--- src/rtl/sfx_sequencer_if.sv ---
// Codec-side and ROM-side signal bundle for the Pac-Man sound-effect sequencer.
// master = sequencer, slave = ROM/codec side.
interface sfx_sequencer_if #(
  parameter int ADDR_W = 16
);
  logic [ADDR_W-1:0]  rom_addr;
  logic [7:0]         rom_q;
  logic               write_ready;
  logic               write;
  logic signed [23:0] sample_out;

  modport master (
    output rom_addr,
    input  rom_q,
    input  write_ready,
    output write,
    output sample_out
  );

  modport slave (
    input  rom_addr,
    output rom_q,
    output write_ready,
    input  write,
    input  sample_out
  );
endinterface

--- src/rtl/sfx_sequencer.sv ---
// Priority-arbitrated sound-effect player: walks ROM clips at the sample rate and
// feeds 24-bit PCM to the codec. Optional volume scaling via macro SFX_VOLUME_EN.
module sfx_sequencer #(
  parameter int ADDR_W     = 16,
  parameter int CLK_DIV    = 6250,
  parameter int START_BASE = 0,
  parameter int START_LEN  = 16384,
  parameter int CHOMP_BASE = 16384,
  parameter int CHOMP_LEN  = 2048,
  parameter int GHOST_BASE = 18432,
  parameter int GHOST_LEN  = 4096,
  parameter int DEATH_BASE = 22528,
  parameter int DEATH_LEN  = 12288
) (
  input  logic       CLOCK_50,
  input  logic       reset,
  input  logic       start,
  input  logic       chomp,
  input  logic       eatghost,
  input  logic       death,
`ifdef SFX_VOLUME_EN
  input  logic [1:0] vol,
`endif
  sfx_sequencer_if.master bus,
  output logic       busy,
  output logic [1:0] clip_id,
  output logic       overrun
);

  localparam int DIV_W = (CLK_DIV > 1) ? $clog2(CLK_DIV) : 1;
  localparam logic [DIV_W-1:0] DIV_LAST = DIV_W'(CLK_DIV - 1);

  typedef enum logic {S_IDLE, S_PLAY} state_t;

  state_t              r_state, w_state_nxt;
  logic [DIV_W-1:0]    r_div;
  logic [1:0]          r_clip;
  logic [ADDR_W-1:0]   r_base, r_len_m1, r_idx;
  logic                r_fetch_vld_p0;
  logic signed [23:0]  r_sample_p1;
  logic                r_vld_p1;
  logic                r_overrun;

  logic                w_tick, w_ev_any, w_accept, w_fetch, w_capture, w_last;
  logic                w_load_zero, w_load, w_write;
  logic [1:0]          w_ev_id;
  logic [ADDR_W-1:0]   w_new_base, w_new_len_m1;
  logic signed [23:0]  w_load_val;

  // Clip order by importance, independent of the clip_id encoding.
  function automatic logic [1:0] f_rank(input logic [1:0] id);
    case (id)
      2'd3:    f_rank = 2'd3;
      2'd0:    f_rank = 2'd2;
      2'd2:    f_rank = 2'd1;
      default: f_rank = 2'd0;
    endcase
  endfunction

  function automatic logic signed [23:0] f_to_pcm(input logic [7:0] q);
    f_to_pcm = {q ^ 8'h80, 16'h0000};
  endfunction

`ifdef SFX_VOLUME_EN
  function automatic logic signed [23:0] f_scale(input logic signed [23:0] s,
                                                 input logic [1:0] v);
    f_scale = s >>> v;
  endfunction
`endif

  assign w_tick   = (r_div == DIV_LAST);
  assign w_ev_any = start | chomp | eatghost | death;

  always_comb begin
    w_ev_id      = 2'd1;
    w_new_base   = ADDR_W'(CHOMP_BASE);
    w_new_len_m1 = ADDR_W'(CHOMP_LEN - 1);
    if (death)         w_ev_id = 2'd3;
    else if (start)    w_ev_id = 2'd0;
    else if (eatghost) w_ev_id = 2'd2;
    case (w_ev_id)
      2'd0: begin w_new_base = ADDR_W'(START_BASE); w_new_len_m1 = ADDR_W'(START_LEN - 1); end
      2'd2: begin w_new_base = ADDR_W'(GHOST_BASE); w_new_len_m1 = ADDR_W'(GHOST_LEN - 1); end
      2'd3: begin w_new_base = ADDR_W'(DEATH_BASE); w_new_len_m1 = ADDR_W'(DEATH_LEN - 1); end
      default: ;
    endcase
  end

  always_comb begin
    w_state_nxt = r_state;
    w_accept    = 1'b0;
    w_fetch     = 1'b0;
    w_capture   = 1'b0;
    w_last      = 1'b0;
    w_load_zero = 1'b0;
    case (r_state)
      S_IDLE: begin
        w_accept    = w_ev_any;
        w_load_zero = w_tick && !w_ev_any;
        if (w_ev_any) w_state_nxt = S_PLAY;
      end
      S_PLAY: begin
        // An accepted event drops any fetch still in flight for the old clip.
        w_accept  = w_ev_any && (f_rank(w_ev_id) >= f_rank(r_clip));
        w_fetch   = w_tick && !w_accept;
        w_capture = r_fetch_vld_p0 && !w_accept;
        w_last    = w_capture && (r_idx == r_len_m1);
        if (w_last) w_state_nxt = S_IDLE;
      end
      default: w_state_nxt = S_IDLE;
    endcase
  end

  // Stage p0: divider, clip position and ROM fetch issue
  always_ff @(posedge CLOCK_50) begin
    if (reset) begin
      r_state        <= S_IDLE;
      r_div          <= '0;
      r_clip         <= '0;
      r_base         <= '0;
      r_len_m1       <= '0;
      r_idx          <= '0;
      r_fetch_vld_p0 <= 1'b0;
    end else begin
      r_state        <= w_state_nxt;
      r_fetch_vld_p0 <= w_fetch;
      if (w_accept)    r_div <= DIV_LAST;
      else if (w_tick) r_div <= '0;
      else             r_div <= r_div + 1'b1;
      if (w_accept) begin
        r_clip   <= w_ev_id;
        r_base   <= w_new_base;
        r_len_m1 <= w_new_len_m1;
        r_idx    <= '0;
      end else if (w_capture) begin
        r_idx <= r_idx + 1'b1;
        if (w_last) r_clip <= 2'd0;
      end
    end
  end

`ifdef SFX_VOLUME_EN
  assign w_load_val = w_capture ? f_scale(f_to_pcm(bus.rom_q), vol) : '0;
`else
  assign w_load_val = w_capture ? f_to_pcm(bus.rom_q) : '0;
`endif
  assign w_load  = w_capture | w_load_zero;
  assign w_write = r_vld_p1 & bus.write_ready;

  // Stage p1: sample register toward the codec
  always_ff @(posedge CLOCK_50) begin
    if (reset) begin
      r_sample_p1 <= '0;
      r_vld_p1    <= 1'b0;
      r_overrun   <= 1'b0;
    end else if (w_load) begin
      r_sample_p1 <= w_load_val;
      r_vld_p1    <= 1'b1;
      if (r_vld_p1 && !w_write) r_overrun <= 1'b1;
    end else if (w_write) begin
      r_vld_p1 <= 1'b0;
    end
  end

  assign bus.rom_addr   = r_base + r_idx;
  assign bus.write      = w_write;
  assign bus.sample_out = r_sample_p1;
  assign busy           = (r_state == S_PLAY);
  assign clip_id        = r_clip;
  assign overrun        = r_overrun;

endmodule

--- src/flat_wrapper.sv ---
// flat-port wrapper written by rule: the top's interface ports become plain ports
module sfx_sequencer_flat 
#(
  parameter int ADDR_W     = 16,
  parameter int CLK_DIV    = 6250,
  parameter int START_BASE = 0,
  parameter int START_LEN  = 16384,
  parameter int CHOMP_BASE = 16384,
  parameter int CHOMP_LEN  = 2048,
  parameter int GHOST_BASE = 18432,
  parameter int GHOST_LEN  = 4096,
  parameter int DEATH_BASE = 22528,
  parameter int DEATH_LEN  = 12288
)
  (CLOCK_50, reset, start, chomp, eatghost, death, busy, clip_id, overrun, bus_rom_addr, bus_rom_q, bus_write_ready, bus_write, bus_sample_out);
  sfx_sequencer_if #(.ADDR_W(ADDR_W)) bus_i ();
  input  logic CLOCK_50;
  input  logic reset;
  input  logic start;
  input  logic chomp;
  input  logic eatghost;
  input  logic death;
  output logic busy;
  output logic [1:0] clip_id;
  output logic overrun;
  output wire logic [$bits(bus_i.rom_addr)-1:0] bus_rom_addr;
  input wire logic [$bits(bus_i.rom_q)-1:0] bus_rom_q;
  input wire logic [$bits(bus_i.write_ready)-1:0] bus_write_ready;
  output wire logic [$bits(bus_i.write)-1:0] bus_write;
  output wire logic [$bits(bus_i.sample_out)-1:0] bus_sample_out;
  assign bus_rom_addr = bus_i.rom_addr;
  assign bus_i.rom_q = bus_rom_q;
  assign bus_i.write_ready = bus_write_ready;
  assign bus_write = bus_i.write;
  assign bus_sample_out = bus_i.sample_out;
  sfx_sequencer #(.ADDR_W(ADDR_W), .CLK_DIV(CLK_DIV), .START_BASE(START_BASE), .START_LEN(START_LEN), .CHOMP_BASE(CHOMP_BASE), .CHOMP_LEN(CHOMP_LEN), .GHOST_BASE(GHOST_BASE), .GHOST_LEN(GHOST_LEN), .DEATH_BASE(DEATH_BASE), .DEATH_LEN(DEATH_LEN)) u_core (.CLOCK_50(CLOCK_50), .reset(reset), .start(start), .chomp(chomp), .eatghost(eatghost), .death(death), .bus(bus_i), .busy(busy), .clip_id(clip_id), .overrun(overrun));
endmodule
--- config.mk ---
export PLATFORM = sky130hd
export DESIGN_NAME = sfx_sequencer_flat
export DESIGN_NICKNAME = d
export VERILOG_FILES = /design/src/rtl/sfx_sequencer_if.sv /design/src/rtl/sfx_sequencer.sv /design/src/flat_wrapper.sv
export SDC_FILE = /design/constraint.sdc
export NUM_CORES = 1
export LEC_CHECK = 0
export CAP_MARGIN = 20
export CORE_MARGIN = 2
export CORE_UTILIZATION = 52
export CTS_BUF_LIST = sky130_fd_sc_hd__clkbuf_8
export DETAILED_ROUTE_END_ITERATION = 12
export GPL_ROUTABILITY_DRIVEN = 0
export PLACE_DENSITY = 0.86
export SLEW_MARGIN = 25
export SYNTH_ARGS = -nofsm -noshare
export SYNTH_HDL_FRONTEND = slang
export SYNTH_SLANG_ARGS = --single-unit
--- constraint.sdc ---
create_clock -name CLOCK_50 -period 3.2 [get_ports CLOCK_50]
set_input_delay 0.64 -clock CLOCK_50 [delete_from_list [all_inputs] [get_ports CLOCK_50]]
set_output_delay 0.64 -clock CLOCK_50 [all_outputs]
set_load 0.02 [all_outputs]
# [Word level (Yosys, flattened, before mapping)]
# Index checks and enable logic that the tools add are counted.
[word_totals] ff_bits=91 output_inout_bits=45
[op_classes] add_sub_neg=3 order_cmp=1 n_eq_ne=6 muxes=24 bitwise_logic=7 n_reduce_logical=19
[op_table] cell="$pmux 15 s3" count=1
[op_table] cell="$pmux 14 s3" count=1
[op_table] cell="$mux 13" count=2
[op_table] cell="$mux 24" count=1
[op_table] cell="$add 16x1->16 const B" count=1
[op_table] cell="$add 16x16->16" count=1
[op_table] cell="$eq 16x16->1" count=1
[op_table] cell="$mux 2" count=8
[op_table] cell="$add 13x1->13 const B" count=1
[op_table] cell="$eq 13x13->1 const B" count=1
[op_table] cell="$pmux 2 s3" count=2
[op_table] cell="$eq 2x2->1 const B" count=4
[op_table] cell="$mux 1" count=7
[op_table] cell="$logic_and 1x1->1" count=6
[op_table] cell="$reduce_bool 2->1" count=3
[op_table] cell="$logic_not 2->1" count=2
[op_table] cell="$or 1x1->1" count=4
[op_table] cell="$pmux 1 s2" count=2
[op_table] cell="$reduce_and 2->1" count=2
[op_table] cell="$reduce_or 2->1" count=2
[op_table] cell="$logic_not 1->1" count=3
[op_table] cell="$reduce_or 3->1" count=1
[op_table] cell="$ge 2x2->1" count=1
[op_table] cell="$not 1->1" count=2
[op_table] cell="$and 1x1->1" count=1

# [Depth between registers and ports, before layout]
# Gate-level depths: netlist of run 1.
[depth] word_depth=15 ltp_mapped=12 mapped_depth_nobuf=10

# [Worst setup path after synthesis of run 1]
# OpenSTA, ideal clock, no wires.
[synth_path] path_type="input-to-reg" from="in start" to="reg u_core.r_clip[1], in the netlist u_core.clip_id[1]" setup_time_ns=0.130 t_arrival_ns=2.274 required_ns=3.070 path_slack_ns=0.797 path_stages=9 path_buffers=1 path_cell_list="inv_1 > a21oi_1 > ha_1 > nand2b_1 > a21oi_1 > o21ai_2 > buf_2 > a211oi_1 > o32ai_1"
[synth_between] elab_chain_cells=13 elab_cells_between_ends=22
[synth_rtl] element="start, declared" line_no="flat_wrapper.sv:19" source="input logic start;"
[synth_rtl] element="$mux 2" line_no="sfx_sequencer.sv:79" source="else if (start) w_ev_id = 2'd0;"
[synth_rtl] element="$mux 2" line_no="sfx_sequencer.sv:78" source="if (death) w_ev_id = 2'd3;"
[synth_rtl] element="$eq 2x2->1 or $logic_not 2->1 (tied branches)" line_no="sfx_sequencer.sv:52" source="case (id)"
[synth_rtl] element="$pmux 2 s3" line_no="sfx_sequencer.sv:52"
[synth_rtl] element="$mux 2" line_no="sfx_sequencer.sv:96" source="case (r_state)"
[synth_rtl] element="$ge 2x2->1" line_no="sfx_sequencer.sv:104" source="w_accept = w_ev_any && (f_rank(w_ev_id) >= f_rank(r_clip));"
[synth_rtl] element="$logic_and 1x1->1" line_no="sfx_sequencer.sv:104"
[synth_rtl] element="$logic_not 1->1" line_no="sfx_sequencer.sv:106" source="w_capture = r_fetch_vld_p0 && !w_accept;"
[synth_rtl] element="$logic_and 1x1->1" line_no="sfx_sequencer.sv:106"
[synth_rtl] element="$logic_and 1x1->1" line_no="sfx_sequencer.sv:107" source="w_last = w_capture && (r_idx == r_len_m1);"
[synth_rtl] element="$mux 1" line_no="sfx_sequencer.sv:96"
[synth_rtl] element="$reduce_bool 2->1 (no line)"
[synth_rtl] element="$reduce_and 2->1 (no line)"
[synth_rtl] element="end signal, assigned" line_no="sfx_sequencer.sv:131" source="r_clip <= w_ev_id;"
[synth_rtl] element="end, declared" line_no="sfx_sequencer.sv:37" source="logic [1:0] r_clip;"
# Parallel ways exist; a longest one is shown, timed or not. The select of a mux whose other input is x is not followed.
# A chain may end at the register's enable or synchronous reset.

# [Worst setup path after layout of run 1]
[layout_path] from="reg u_core.r_idx[11]" to="out bus_rom_addr[15]"
[layout_between] elab_chain_cells=1
[layout_rtl] element="start, declared" line_no="sfx_sequencer.sv:38" source="logic [ADDR_W-1:0] r_base, r_len_m1, r_idx;"
[layout_rtl] element="start signal, assigned" line_no="sfx_sequencer.sv:136" source="r_idx <= r_idx + 1'b1;"
[layout_rtl] element="$add 16x16->16" line_no="sfx_sequencer.sv:165" source="assign bus.rom_addr = r_base + r_idx;"
[layout_rtl] element="end, declared" line_no="flat_wrapper.sv:26" source="output wire logic [$bits(bus_i.rom_addr)-1:0] bus_rom_addr;"
# Every way passes these cells.

==> results of run 1 <==
==> worst register-to-register path: stages (launching register included) <==
cell and delay [ps]:
dfxtp_1 400, inv_1 80, ha_1 190, nor2_1 100
nor2_1 60, ha_1 260, nand2b_1 90, a21oi_1 90
buf_4 190, a21oi_1 640, nor2_1 80, a311oi_1 260
==> placed cells by master, fill, tap and decap left out, types with 4 or more instances in the layout <==
master	n
dfxtp_1	50
and4_1	4
nand4_1	7
clkdlybuf4s50_1	43
and3_1	4
nand2_1	25
nor4_1	4
or4_1	6
inv_1	13
a21oi_1	28
conb_1	16
nand3_1	15
nand2b_1	5
o2111ai_1	7
o31ai_1	5
xnor2_1	12
ha_1	11
xor2_1	12
buf_4	6
clkbuf_8	5
and2_1	4
nor2_1	32
==> power by group through the flow <==
stage	Sequential (mW)	Combinational, mW	Clock [mW]
after floorplan	0.685	0.154	0
after global placement	0.685	0.211	0
after detailed placement	0.686	0.215	0
after CTS	0.672	0.216	0.445
after global routing	0.676	0.243	0.472
final	0.672	0.216	0.437
==> layout make-up <==
class / count / share of cell area
clock inverter: 3 / 0.0131
inverter: 12 / 0.0143
tap: 70 / 0.0278
timing repair buffer: 49 / 0.151
clock buffer: 5 / 0.0219
sequential: 50 / 0.318
multi-input combinational: 229 / 0.454
==> worst max-delay path by stage <==
stage                                        from                                to  slack [ps]  cells after the start
CTS                 u_core.r_idx[11]$_SDFFE_PP0N_                  bus_rom_addr[15]         170                      7
detailed placement                          start  u_core.r_len_m1[13]$_SDFFE_PP0P_          90                     10
floorplan                                   start    u_core.clip_id[1]$_SDFFE_PP0P_         800                      9
global placement                            start      u_core.r_idx[5]$_SDFFE_PP0N_         160                      9
finish              u_core.r_idx[11]$_SDFFE_PP0N_                  bus_rom_addr[15]         200                      7
global route        u_core.r_idx[11]$_SDFFE_PP0N_                  bus_rom_addr[15]          40                      7
==> kinds of logic (layout without fill, tap and decap cells) <==
family          Yosys count  count (layout)
simple gates            117             117
compound gates           59              59
buf+inv                  52              69
flops                    50              50
xor+xnor                 24              24
fa+ha+maj                12              12
other cells               1              16
mux                       1               1
==> through the flow <==
stage	area, µm²	utilization
3_3_place_gp	3040	0.603
4_1_cts	3150	0.625
2_1_floorplan	2730	-
5_1_grt	3150	0.625
3_5_place_dp	3040	0.603
6_report	3150	0.625
==> layer usage <==
metal	part of all wire	up-vias	wire length, µm	track usage
met5	0	-	0	0
met4	0.014	0	74	0.0741
met3	0.051	7	271	0.0463
met2	0.49	62	2610	0.324
met1	0.45	1022	2370	0.265
li1	-	1123	-	-
==> sequential cells by signal (all words and copies together) (netlist names) <==
name / cells
u_core.r_vld_p1: 1
u_core.r_fetch_vld_p0: 1
u_core.r_len_m1: 4
u_core.busy: 1
u_core.overrun: 1
u_core.r_idx: 16
u_core.r_div: 13
u_core.clip_id: 2
u_core.bus.sample_out: 8
u_core.r_base: 3
==> results by group, run 1 <==
Layout
  • Antenna Cells: 0
  • Number of fill cells in the layout: 413
  • Register area: 0.00100 mm²
  • Area of the multi-input gates: 0.00143 mm²
  • Layout cells sized above 1: 0.0517
  • Nets@finish: 374
  • Finished Layout Cells: 418
  • P&R area growth vs syn: 17.6%

STA
  • Finish-stage setup viols: 0
  • Final hold slack: 472 ps
  • RSZ-0062 raised after global routing: no
  • Worst-margin pin slew: 779 ps
  • Clock skew: 8.51 ps
  • Tmin final: 3000 ps
  • Final hold violation count: 0
  • Worst setup margin: 204 ps
  • Relative slew slack: 0.481
  • Tcrit/Tclk final: 0.936
  • Final Max Tran Viols: 0
  • Max Fclk: 334 MHz
  • Setup TNS: 0 ps

Worst setup path
  • Startpoint Class: flip-flop
  • Top cell family by delay on the critical path: buffers and inverters
  • Crit-path most repeated cell: inv_1
  • Worst path arrival time: 2360 ps
  • Crit path buf inv count: 3
  • Reg2reg path depth: 11
  • CP max stage cell: clkdlybuf4s50_1
  • Critical Setup Path Class: reg -> out
  • Worst R2R Start: u_core.clip_id[0]$_SDFFE_PP0P_
  • Crit path cell chain: ha_1, inv_1, fa_1, inv_1, a31oi_1, xnor2_1, clkdlybuf4s50_1
  • Worst R2R End: u_core.r_base[14]$_SDFFE_PP0P_
  • CP required: 2560 ps
  • CP max FO: 7
  • Setup slack, reg-to-reg: 690 ps
  • Max stage delay on crit path: 620 ps
  • CP Capture Type: output pin

Route
  • Routed WL: 5320 µm
  • DR pass1 iterations: 4
  • Average wire per standard cell: 12.7 µm
  • First DRT Iteration DRCs: 242
  • Via/cell ratio: 5.30
  • DR DRC count: 0
  • Post-route ant nets: 0
  • DR vias: 2214

Die
  • Die Footprint: 0.00574 mm²
  • Die H: 75.8 µm
  • I/O Pins: 60
  • Initial core utilization: 0.531
  • Row cnt: 26
  • Chip width: 75.8 µm
  • Placeable Area: 0.00504 mm²

Power
  • Sw Ratio: 0.272
  • Peak supply drop: 0.391 mV
  • Seq pwr share: 0.507
  • Int Power: 0.966 mW
  • Sw power: 0.360 mW
  • Lkg Pwr: 1.17 nW
  • Clock share of power: 0.330
  • Overall Power: 1.33 mW
  • Pwr per Cell Area: 421 mW/mm²
  • Combinational share of power: 0.163

Yosys
  • Mux contribution to synthesized area: 0.00421
  • Post-synth top area share: 0.374
  • Simple-gate area share of the yosys netlist: 0.227
  • Sequential fraction of the synthesis area: 0.374
  • Leading post-synthesis cells by instance count: dfxtp_1 (50), nor2_1 (32), a21oi_1 (28)
  • Ys async rst share: 0
  • Syn Inst Count: 316
  • Synth area leader: dfxtp_1
  • Post-Syn Area: 0.00268 mm²
  • Post-synth EDFFs: 0
  • XOR/XNOR share of the synthesized area: 0.0785
  • Synth Flop Type: dfxtp_1
  • Dominant combinational cell family by area after synthesis: simple AND/OR/NAND/NOR gates
  • Yosys warning count: 0
  • Area contributors post-synth: dfxtp_1 (37%), buf_4 (7.6%), a21oi_1 (5.2%)
  • Netlist cell types: 44
  • Syn_area_per_cell: 8.47 µm²
  • Compound-Gate Fraction of Synth Area: 0.143
  • Yosys reg bits: 50
  • Post-Synth Adder-Cell Area: 0.0589
  • Count leader, synth: dfxtp_1

Place
  • Inst Count DP: 410
  • Number of port buffers: 43
  • Final HPWL DP: 3950 µm
  • Dpl ws: 94.5 ps

Outcome
  • Status: completed

Clock tree
  • Worst skew pair latency: 300 ps
  • Clock-pin slew on the worst setup and hold paths: 90 ps
  • Num CTS Buffers: 5
  • CTS Hold Bufs: 0
  • TritonCTS clock tree: yes
  • Setup Fix Bufs, Post-CTS: 0
  • Sink count of the clock tree: 50
  • CTS H-tree depth: 2
  • Max Root-Sink Buffers: 2
  • # resized after CTS: 0
  • Root buf cell: clkbuf_8

Global route
  • Vias in the first global route: 1984
  • Largest net degree at the start of global routing: 19
  • Global route overflow: 0
  • First-pass GRT wire length: 8920 µm
  • Initial antenna violation count: 0
  • Overall routing resource usage: 0.202

Worst hold path
  • Hold wc startpoint: u_core.bus.sample_out[18]$_SDFFE_PP0P_
  • Hold path depth: 2
  • Worst Hold End: u_core.bus.sample_out[18]$_SDFFE_PP0P_
  • Hold/Removal Path Class: reg -> reg

Flow run
  • Max-capacitance violation count: 0
(Power assumes the default switching activity.)
==> run 2, diff against run 1 <==
CORE_UTILIZATION = 49   (was 52)
PLACE_DENSITY = 0.82   (was 0.86)
==> results by group, run 2 (synthesis results as in run 1) <==
Clock tree
  • Root buf cell: clkbuf_8
  • Sink count of the clock tree: 50
  • CTS Hold Bufs: 0
  • Worst skew pair latency: 310 ps
  • Setup Fix Bufs, Post-CTS: 0
  • CTS H-tree depth: 2
  • Num CTS Buffers: 5
  • TritonCTS clock tree: yes
  • Max Root-Sink Buffers: 2
  • # resized after CTS: 0
  • Clock-pin slew on the worst setup and hold paths: 90 ps

Global route
  • Overall routing resource usage: 0.190
  • Largest net degree at the start of global routing: 18
  • Vias in the first global route: 2054
  • Global route overflow: 0
  • Initial antenna violation count: 0
  • First-pass GRT wire length: 9440 µm

Route
  • DR pass1 iterations: 4
  • First DRT Iteration DRCs: 142
  • DR vias: 2262
  • Average wire per standard cell: 13.2 µm
  • Routed WL: 5540 µm
  • DR DRC count: 0
  • Post-route ant nets: 0
  • Via/cell ratio: 5.39

Worst setup path
  • Top cell family by delay on the critical path: buffers and inverters
  • Critical Setup Path Class: reg -> out
  • Startpoint Class: flip-flop
  • CP max stage cell: clkdlybuf4s50_1
  • Max stage delay on crit path: 610 ps
  • Crit-path most repeated cell: inv_1
  • Reg2reg path depth: 11
  • CP Capture Type: output pin
  • Crit path cell chain: ha_1, inv_1, fa_1, inv_1, a31oi_1, xnor2_1, clkdlybuf4s50_1
  • Crit path buf inv count: 3
  • CP max FO: 7
  • Worst path depth: 7
  • CP required: 2560 ps
  • Worst path arrival time: 2370 ps

Place
  • Dpl ws: -16.5 ps
  • Number of port buffers: 43
  • Final HPWL DP: 4060 µm
  • Inst Count DP: 412

Outcome
  • Status: completed

Power
  • Overall Power: 1.35 mW
  • Peak supply drop: 0.312 mV
  • Lkg Pwr: 1.18 nW
  • Pwr per Cell Area: 425 mW/mm²

Die
  • Die H: 77.9 µm
  • Die Footprint: 0.00607 mm²
  • Chip width: 77.9 µm
  • Placeable Area: 0.00520 mm²
  • I/O Pins: 60
  • Initial core utilization: 0.514
  • Row cnt: 26

STA
  • RSZ-0062 raised after global routing: no
  • Tcrit/Tclk final: 0.942
  • Max Fclk: 332 MHz
  • Final Max Tran Viols: 0
  • Worst setup margin: 187 ps
  • Final hold violation count: 0
  • Worst-margin pin slew: 771 ps
  • Relative slew slack: 0.486
  • Clock skew: 7.59 ps
  • Tmin final: 3010 ps
  • Finish-stage setup viols: 0

Layout
  • Most frequent cells in the layout: dfxtp_1 (50), clkdlybuf4s50_1 (43), nor2_1 (32)
  • Flip-flop count of the largest register after layout: 16
  • Layout cells sized above 1: 0.0600
  • Antenna Cells: 0
  • Finished Layout Cells: 420
  • Most common cell after layout, fill and taps aside: dfxtp_1
  • Largest Register: u_core.r_idx
  • Nets@finish: 376
  • P&R area growth vs syn: 18.3%
  • Number of fill cells in the layout: 469

Flow run
  • Max-capacitance violation count: 0

Worst hold path
  • Hold/Removal Path Class: reg -> reg
  • Hold path depth: 2
==> run 2: cell count changes in the layout (fill, tap and decap cells not counted) <==
cell	change
inv_1	-1
inv_6	+1
clkinvlp_4	-1
buf_4	+2
clkinv_2	+1
==> run 2: per-stage QoR <==
stage                     hold WS [ps]  area, µm²  TNS (ps)  utilization
after floorplan                    448       2730         0            -
after CTS                          472       3170         0        0.608
after global placement             453       3050         0        0.587
after detailed placement           460       3050     -25.9        0.587
final                              470       3170         0        0.608
after global routing               504       3170         0        0.608
==> run 2: power breakdown <==
group | internal, mW | switching (mW)
clock | 0.234 | 0.215
combinational | 0.0929 | 0.132
sequential | 0.648 | 0.0234
==> run 2: per-layer routing <==
layer	part of all wire	track usage
met5	0	0
met4	0.012	0.0509
met3	0.057	0.0477
met2	0.48	0.312
met1	0.45	0.250
==> run 2: tightest hold or removal path, cell delays in order (launching register included) <==
cell and delay, ps:
dfxtp_1 320, nand3_1 60, a21oi_1 60
==> run 2: final timing paths <==
path                                          start                                endpoint  slack (ps)
max                   u_core.r_idx[11]$_SDFFE_PP0N_                        bus_rom_addr[15]         190
min          u_core.bus.sample_out[21]$_SDFFE_PP0P_  u_core.bus.sample_out[21]$_SDFFE_PP0P_         470
max reg2reg          u_core.clip_id[0]$_SDFFE_PP0P_          u_core.r_base[14]$_SDFFE_PP0P_         610
min reg2reg  u_core.bus.sample_out[21]$_SDFFE_PP0P_  u_core.bus.sample_out[21]$_SDFFE_PP0P_         470
==> run 2: area by class of cell <==
| class | count | area [µm²] | share of cell area |
|---|---|---|---|
| clock buffers | 5 | 68.8 | 0.0217 |
| clock inverters | 3 | 43.8 | 0.0138 |
| inverters | 12 | 45.0 | 0.0142 |
| multi-input cells | 229 | 1430 | 0.452 |
| flip-flops and latches | 50 | 1000 | 0.316 |
| well taps | 70 | 87.6 | 0.0277 |
| repair buffers | 51 | 490 | 0.155 |
